$ cat src/rtl/gd_pkg.sv
// Shared definitions for the gradient-descent optimizer: FSM state encoding
// and two's-complement saturation limits for any width up to SAT_W bits.
package gd_pkg;

  typedef enum logic [1:0] {
    ST_IDLE   = 2'd0,
    ST_EVAL   = 2'd1,
    ST_UPDATE = 2'd2,
    ST_DONE   = 2'd3
  } gd_state_e;

  localparam int unsigned SAT_W = 64;

  // Largest positive value of a w-bit signed number (truncate to w bits at use).
  function automatic logic [SAT_W-1:0] sat_max(input int unsigned w);
    sat_max = (SAT_W'(1) << (w - 1)) - SAT_W'(1);
  endfunction

  // Most negative value of a w-bit signed number (truncate to w bits at use).
  function automatic logic [SAT_W-1:0] sat_min(input int unsigned w);
    sat_min = SAT_W'(1) << (w - 1);
  endfunction

endpackage

$ cat src/rtl/gd_step_unit.sv
// Combinational step datapath: damps the evaluator step by an arithmetic right
// shift, flags when its magnitude falls below epsilon, and forms the next x as
// a saturating subtract.
// Ports:
//   x_cur       current x (signed)
//   step        learning-rate-scaled gradient from the evaluator (signed)
//   shift       damping shift amount
//   epsilon     convergence threshold (non-negative)
//   scaled_c    step >>> shift
//   below_eps_c |scaled_c| < epsilon
//   x_next_c    x_cur - scaled_c, saturated to the signed DATA_W range
module gd_step_unit
  import gd_pkg::*;
#(
  parameter int unsigned DATA_W  = 32,
  parameter int unsigned SHIFT_W = 3
) (
  input  logic [DATA_W-1:0]  x_cur,
  input  logic [DATA_W-1:0]  step,
  input  logic [SHIFT_W-1:0] shift,
  input  logic [DATA_W-1:0]  epsilon,
  output logic [DATA_W-1:0]  scaled_c,
  output logic               below_eps_c,
  output logic [DATA_W-1:0]  x_next_c
);

  localparam int unsigned EXT_W = DATA_W + 1;
  localparam logic [EXT_W-1:0] X_MAX_EXT = {1'b0, DATA_W'(sat_max(DATA_W))};
  localparam logic [EXT_W-1:0] X_MIN_EXT = {1'b1, DATA_W'(sat_min(DATA_W))};

  logic signed [EXT_W-1:0] scaled_ext;
  logic signed [EXT_W-1:0] mag;
  logic signed [EXT_W-1:0] diff;

  // One extra bit keeps |most negative| and the raw difference exact.
  always_comb begin
    scaled_c    = DATA_W'($signed(step) >>> shift);
    scaled_ext  = {scaled_c[DATA_W-1], scaled_c};
    mag         = scaled_c[DATA_W-1] ? -scaled_ext : scaled_ext;
    below_eps_c = $unsigned(mag) < {1'b0, epsilon};
    diff        = {x_cur[DATA_W-1], x_cur} - scaled_ext;
    if (diff > $signed(X_MAX_EXT)) begin
      x_next_c = X_MAX_EXT[DATA_W-1:0];
    end else if (diff < $signed(X_MIN_EXT)) begin
      x_next_c = X_MIN_EXT[DATA_W-1:0];
    end else begin
      x_next_c = diff[DATA_W-1:0];
    end
  end

endmodule

$ cat src/rtl/gd_optimizer.sv
// Iterative gradient-descent controller. Each iteration asks an external
// evaluator for f(x) and a scaled gradient, tracks the best point seen, damps
// the step whenever an iteration fails to improve, and stops on convergence,
// iteration limit or abort.
// Ports:
//   clk, rst_n            clock, asynchronous active-low reset
//   start_op              level start request (held until done_op is seen)
//   abort                 terminate an operation in EVAL/UPDATE
//   x_init, max_iter,     operation arguments, captured at start
//   epsilon
//   eval_req, eval_x      evaluator request and point to evaluate
//   eval_ack, eval_value, evaluator response
//   eval_step
//   x_at_min, y_min       best point and value found
//   iter_used, converged  iteration count and convergence flag
//   busy, done_op         operation status
module gd_optimizer
  import gd_pkg::*;
#(
  parameter int unsigned DATA_W    = 32,
  parameter int unsigned FRAC_W    = 8,
  parameter int unsigned VAL_W     = 64,
  parameter int unsigned ITER_W    = 8,
  parameter int unsigned SHIFT_MAX = 7
) (
  input  logic              clk,
  input  logic              rst_n,
  input  logic              start_op,
  input  logic              abort,
  input  logic [DATA_W-1:0] x_init,
  input  logic [ITER_W-1:0] max_iter,
  input  logic [DATA_W-1:0] epsilon,
  output logic              eval_req,
  output logic [DATA_W-1:0] eval_x,
  input  logic              eval_ack,
  input  logic [VAL_W-1:0]  eval_value,
  input  logic [DATA_W-1:0] eval_step,
  output logic [DATA_W-1:0] x_at_min,
  output logic [VAL_W-1:0]  y_min,
  output logic [ITER_W-1:0] iter_used,
  output logic              converged,
  output logic              busy,
  output logic              done_op
);

  localparam int unsigned SHIFT_W = (SHIFT_MAX > 0) ? $clog2(SHIFT_MAX + 1) : 1;
  localparam int unsigned CNT_W   = ITER_W + 1;
  localparam logic [VAL_W-1:0]   Y_INIT    = VAL_W'(sat_max(VAL_W));
  localparam logic [SHIFT_W-1:0] SHIFT_TOP = SHIFT_W'(SHIFT_MAX);

  // Fixed-point format only matters to the evaluator; reject impossible widths.
  if (FRAC_W >= DATA_W) begin : g_frac_chk
    $error("gd_optimizer: FRAC_W must be smaller than DATA_W");
  end

  gd_state_e state_q, state_d;

  logic [DATA_W-1:0]  x_cur_q;
  logic [DATA_W-1:0]  eps_q;
  logic [ITER_W-1:0]  max_iter_q;
  logic [VAL_W-1:0]   val_q;
  logic [DATA_W-1:0]  step_q;
  logic [SHIFT_W-1:0] shift_q;

  logic               eval_req_d;
  logic               busy_d;
  logic               done_op_d;

  logic [DATA_W-1:0]  scaled_c;
  logic               below_eps_c;
  logic [DATA_W-1:0]  x_next_c;
  logic [ITER_W-1:0]  max_eff_c;
  logic               last_iter_c;
  logic               improved_c;

  assign eval_x = x_cur_q;

  gd_step_unit #(
    .DATA_W  (DATA_W),
    .SHIFT_W (SHIFT_W)
  ) u_step (
    .x_cur       (x_cur_q),
    .step        (step_q),
    .shift       (shift_q),
    .epsilon     (eps_q),
    .scaled_c    (scaled_c),
    .below_eps_c (below_eps_c),
    .x_next_c    (x_next_c)
  );

  // Iteration-limit and improvement decisions for the UPDATE cycle.
  always_comb begin
    max_eff_c   = (max_iter_q == '0) ? ITER_W'(1) : max_iter_q;
    last_iter_c = ({1'b0, iter_used} + CNT_W'(1)) >= {1'b0, max_eff_c};
    improved_c  = $signed(val_q) < $signed(y_min);
  end

  // State register plus registered status outputs.
  always_ff @(posedge clk or negedge rst_n) begin
    if (!rst_n) begin
      state_q  <= ST_IDLE;
      eval_req <= 1'b0;
      busy     <= 1'b0;
      done_op  <= 1'b0;
    end else begin
      state_q  <= state_d;
      eval_req <= eval_req_d;
      busy     <= busy_d;
      done_op  <= done_op_d;
    end
  end

  // Next-state logic; abort wins over every other transition in EVAL/UPDATE.
  always_comb begin
    state_d = state_q;
    unique case (state_q)
      ST_IDLE:   if (start_op) state_d = ST_EVAL;
      ST_EVAL: begin
        if (abort)         state_d = ST_DONE;
        else if (eval_ack) state_d = ST_UPDATE;
      end
      ST_UPDATE: begin
        if (abort || below_eps_c || last_iter_c) state_d = ST_DONE;
        else                                     state_d = ST_EVAL;
      end
      ST_DONE:   if (!start_op) state_d = ST_IDLE;
      default:   state_d = ST_IDLE;
    endcase
  end

  // Status outputs decoded from the upcoming state so they register in step.
  always_comb begin
    eval_req_d = 1'b0;
    busy_d     = 1'b0;
    done_op_d  = 1'b0;
    unique case (state_d)
      ST_EVAL:   begin eval_req_d = 1'b1; busy_d = 1'b1; end
      ST_UPDATE: busy_d    = 1'b1;
      ST_DONE:   done_op_d = 1'b1;
      default:   ;
    endcase
  end

  // Operation datapath: argument capture, response capture, iteration update.
  always_ff @(posedge clk or negedge rst_n) begin
    if (!rst_n) begin
      x_cur_q    <= '0;
      x_at_min   <= '0;
      y_min      <= '0;
      iter_used  <= '0;
      shift_q    <= '0;
      converged  <= 1'b0;
      eps_q      <= '0;
      max_iter_q <= '0;
      val_q      <= '0;
      step_q     <= '0;
    end else begin
      unique case (state_q)
        ST_IDLE: begin
          if (start_op) begin
            x_cur_q    <= x_init;
            x_at_min   <= x_init;
            y_min      <= Y_INIT;
            iter_used  <= '0;
            shift_q    <= '0;
            converged  <= 1'b0;
            eps_q      <= epsilon;
            max_iter_q <= max_iter;
          end
        end
        ST_EVAL: begin
          if (!abort && eval_ack) begin
            val_q  <= eval_value;
            step_q <= eval_step;
          end
        end
        ST_UPDATE: begin
          if (!abort) begin
            if (improved_c) begin
              y_min    <= val_q;
              x_at_min <= x_cur_q;
            end else if (iter_used != '0 && shift_q != SHIFT_TOP) begin
              shift_q <= shift_q + SHIFT_W'(1);
            end
            iter_used <= iter_used + ITER_W'(1);
            if (below_eps_c) begin
              converged <= 1'b1;
            end else if (!last_iter_c) begin
              x_cur_q <= x_next_c;
            end
          end
        end
        default: ;
      endcase
    end
  end

endmodule

$ cat config.mk
export PLATFORM = sky130hd
export DESIGN_NAME = gd_optimizer
export DESIGN_NICKNAME = d
export VERILOG_FILES = /design/src/rtl/gd_pkg.sv /design/src/rtl/gd_step_unit.sv /design/src/rtl/gd_optimizer.sv
export SDC_FILE = /design/constraint.sdc
export NUM_CORES = 1
export LEC_CHECK = 0
export ABC_AREA = 1
export BUFFER_PORTS_ARGS = -buffer_cell sky130_fd_sc_hd__buf_2
export CAP_MARGIN = 20
export CORE_MARGIN = 2
export CORE_UTILIZATION = 57
export CTS_CLUSTER_DIAMETER = 100
export DETAILED_ROUTE_END_ITERATION = 12
export PLACE_DENSITY = 0.8
export SETUP_SLACK_MARGIN = 0.5
export SLEW_MARGIN = 0
export SYNTH_ARGS = -nofsm -noshare
export SYNTH_HDL_FRONTEND = slang
export SYNTH_HIERARCHICAL = 1
export SYNTH_SLANG_ARGS = --single-unit
$ cat constraint.sdc
create_clock -name clk -period 7.8 [get_ports clk]
set_input_delay 1.17 -clock clk [delete_from_list [all_inputs] [get_ports clk]]
set_output_delay 1.17 -clock clk [all_outputs]
set_load 0.05 [all_outputs]
==> metrics.md <==
| Metric | Value |
|---|---|
| Crit end category | `flip-flop` |
| Std-Cell Rows | `67` |
| Clock latency on the worst-skew pair | `0.59 ns` |
| Critical path data arrival time | `5.74 ns` |
| Post-DR vias/cell | `5.503` |
| Total GRT Usage | `0.3258` |
| Cts bufs inserted | `31` |
| Hold depth | `2` |
| Fin. max-slew vios | `0` |
| Worst setup SP type | `flip-flop` |
| Period utilisation layout | `0.6730` |
| Clock sink count | `281` |
| Worst slew margin | `0.2940` |
| Core area | `0.03336 mm2` |
| Syn avg cell area | `7.043 um2` |
| Vias in the first global route | `18576` |
| Reg2Reg Setup Slack | `2.55 ns` |
| DRC errors left | `0` |
| Antenna violations before repair | `9` |
| Root Buffer | `clkbuf_16` |
| Initial Utilization | `0.5770` |
| Vias | `19042` |
| Commonest non-fill, non-tap cell in the layout | `nand2_1` |
| Hold Startpoint | `x_at_min[18]` |
| Worst slew pin tran | `1.059 ns` |
| Routed Antenna Nets | `0` |
| Critical path's slowest cell | `buf_4` |
| Met2 Usage GRT | `0.5339` |
| Global-route wire length before repair | `93960 um` |
| Post-CTS setup repair buffer count | `0` |
| Grt met3 use | `0.04810` |
| Reg-to-Reg Start | `shift_q[1]` |
| Final Util | `0.6613` |
| Share of layout cells above drive strength 1 | `0.1663` |
| PortBufs | `312` |
| Yosys warnings | `6` |
| Clk slew on worst S/H paths | `0.06 ns` |
| Reg2Reg Depth | `29` |
| CP max stage delay | `0.45 ns` |
| CP required | `8.29 ns` |
| Die footprint | `0.03526 mm2` |
| Largest net degree at the start of global routing | `129` |
| Critical path class | `flip-flop to flip-flop` |
| Area Growth Syn to Fin | `14.62%` |
| Outcome | `completed` |
| NumNets Final | `3298` |
| TritonRoute pass-1 iters | `7` |
| Hold Path Sink | `x_at_min[18]` |
| Syn Inst Count | `2733` |
| Synthesized area | `0.01925 mm2` |
| Fin Setup TNS | `0 ns` |
| Met1 Use GR | `0.4430` |
| Synthesized net count | `3048` |
| Crit Reg-Reg Endpoint | `eval_x[4]` |
| Max_cap viols | `0` |
| H-tree Lvls | `1` |
| GP Congestion | `1.012` |
| Iter 0 DRT Violations | `1612` |
| Drt total wl | `57480 um` |
| Longest Clk Path Bufs | `3` |
| Worst hold path type | `flip-flop to flip-flop` |
| CTS resizes | `0` |
| Hold Vio Cnt, Final | `0` |
| Commonest non-fill, non-tap cells in the layout | `955 x nand2_1, 311 x buf_2, 292 x inv_1` |
| Grt ovf | `0` |
| Clock Skews | `0.02022 ns` |
| # hold bufs at CTS | `0` |
| Crit path top cell by count | `nand2_1` |
| RSZ-0062 raised after global routing | `false` |
| Die Width | `187.8 um` |
| CTS tree | `built` |
| Final setup fails | `0` |
| I/O pin total | `313` |
| Placed wire-length estimate | `42520 um` |
| Max Fclk | `190.5 MHz` |
| Final min period | `5.250 ns` |
| Wire per inst | `16.61 um` |
| Busiest layer in global routing | `met2` |
| Die H | `187.8 um` |
| Critical Path Fanout Max | `53` |
## registers in the layout (all words and copies together), names as in the netlist
signal      flops
y_min          64
shift_q         3
converged       1
eps_q          32
max_iter_q      8
done_op         1
eval_x         32
x_at_min       32
step_q         32
state_q         2
eval_req        1
iter_used       8
busy            1
val_q          64
## stage by stage
step | worst slack, ns | std cells | hold WS (ns) | area [um2]
2_1_floorplan | 3.799 | 2733 | 0.4488 | 19250
3_3_place_gp | 2.934 | 3396 | 0.4525 | 20950
3_5_place_dp | 2.726 | 3396 | 0.4540 | 20950
4_1_cts | 2.675 | 3452 | 0.4689 | 21990
5_1_grt | 1.964 | 3458 | 0.4876 | 22060
6_report | 2.550 | 3460 | 0.4650 | 22060
## worst max-delay path by stage
stage	end	slack, ns	start
floorplan	eval_x[21]	3.80	shift_q[0]
detailed placement	eval_x[4]	2.73	shift_q[2]
CTS	eval_x[6]	2.67	shift_q[1]
finish	eval_x[4]	2.55	shift_q[1]
global placement	eval_x[2]	2.93	shift_q[2]
global route	eval_x[14]	1.96	shift_q[2]
## cell type report
| cell class | instances | area (um2) |
|---|---|---|
| sequential | 281 | 7032 |
| timing repair buffer | 330 | 1747 |
| clock inverter | 19 | 207.7 |
| multi-input combinational | 2031 | 10510 |
| clock buffer | 37 | 838.3 |
| inverter | 308 | 1159 |
| fill | 2973 | 11300 |
| antenna | 6 | 15.01 |
| tap | 448 | 560.5 |
## critical path: cells and delay by family, from the launching register on
| kind | cells | cell delay (ns) |
|---|---|---|
| buffers and inverters | 3 | 1.12 |
| adders and majority gates | 2 | 0.53 |
| and+or+nand+nor | 17 | 2.14 |
| DFF | 1 | 0.36 |
| AOI/OAI and AO/OA | 7 | 0.90 |
## per-layer routing
metal | share of wire | routed length, um
met5 | 0.00085 | 49
met4 | 0.039 | 2236
met3 | 0.075 | 4333
met2 | 0.46 | 26520
met1 | 0.42 | 24340
Power is left out: the tool's default activity adds up to more than one toggle a clock period on the data nets, which glitch-free logic cannot reach.
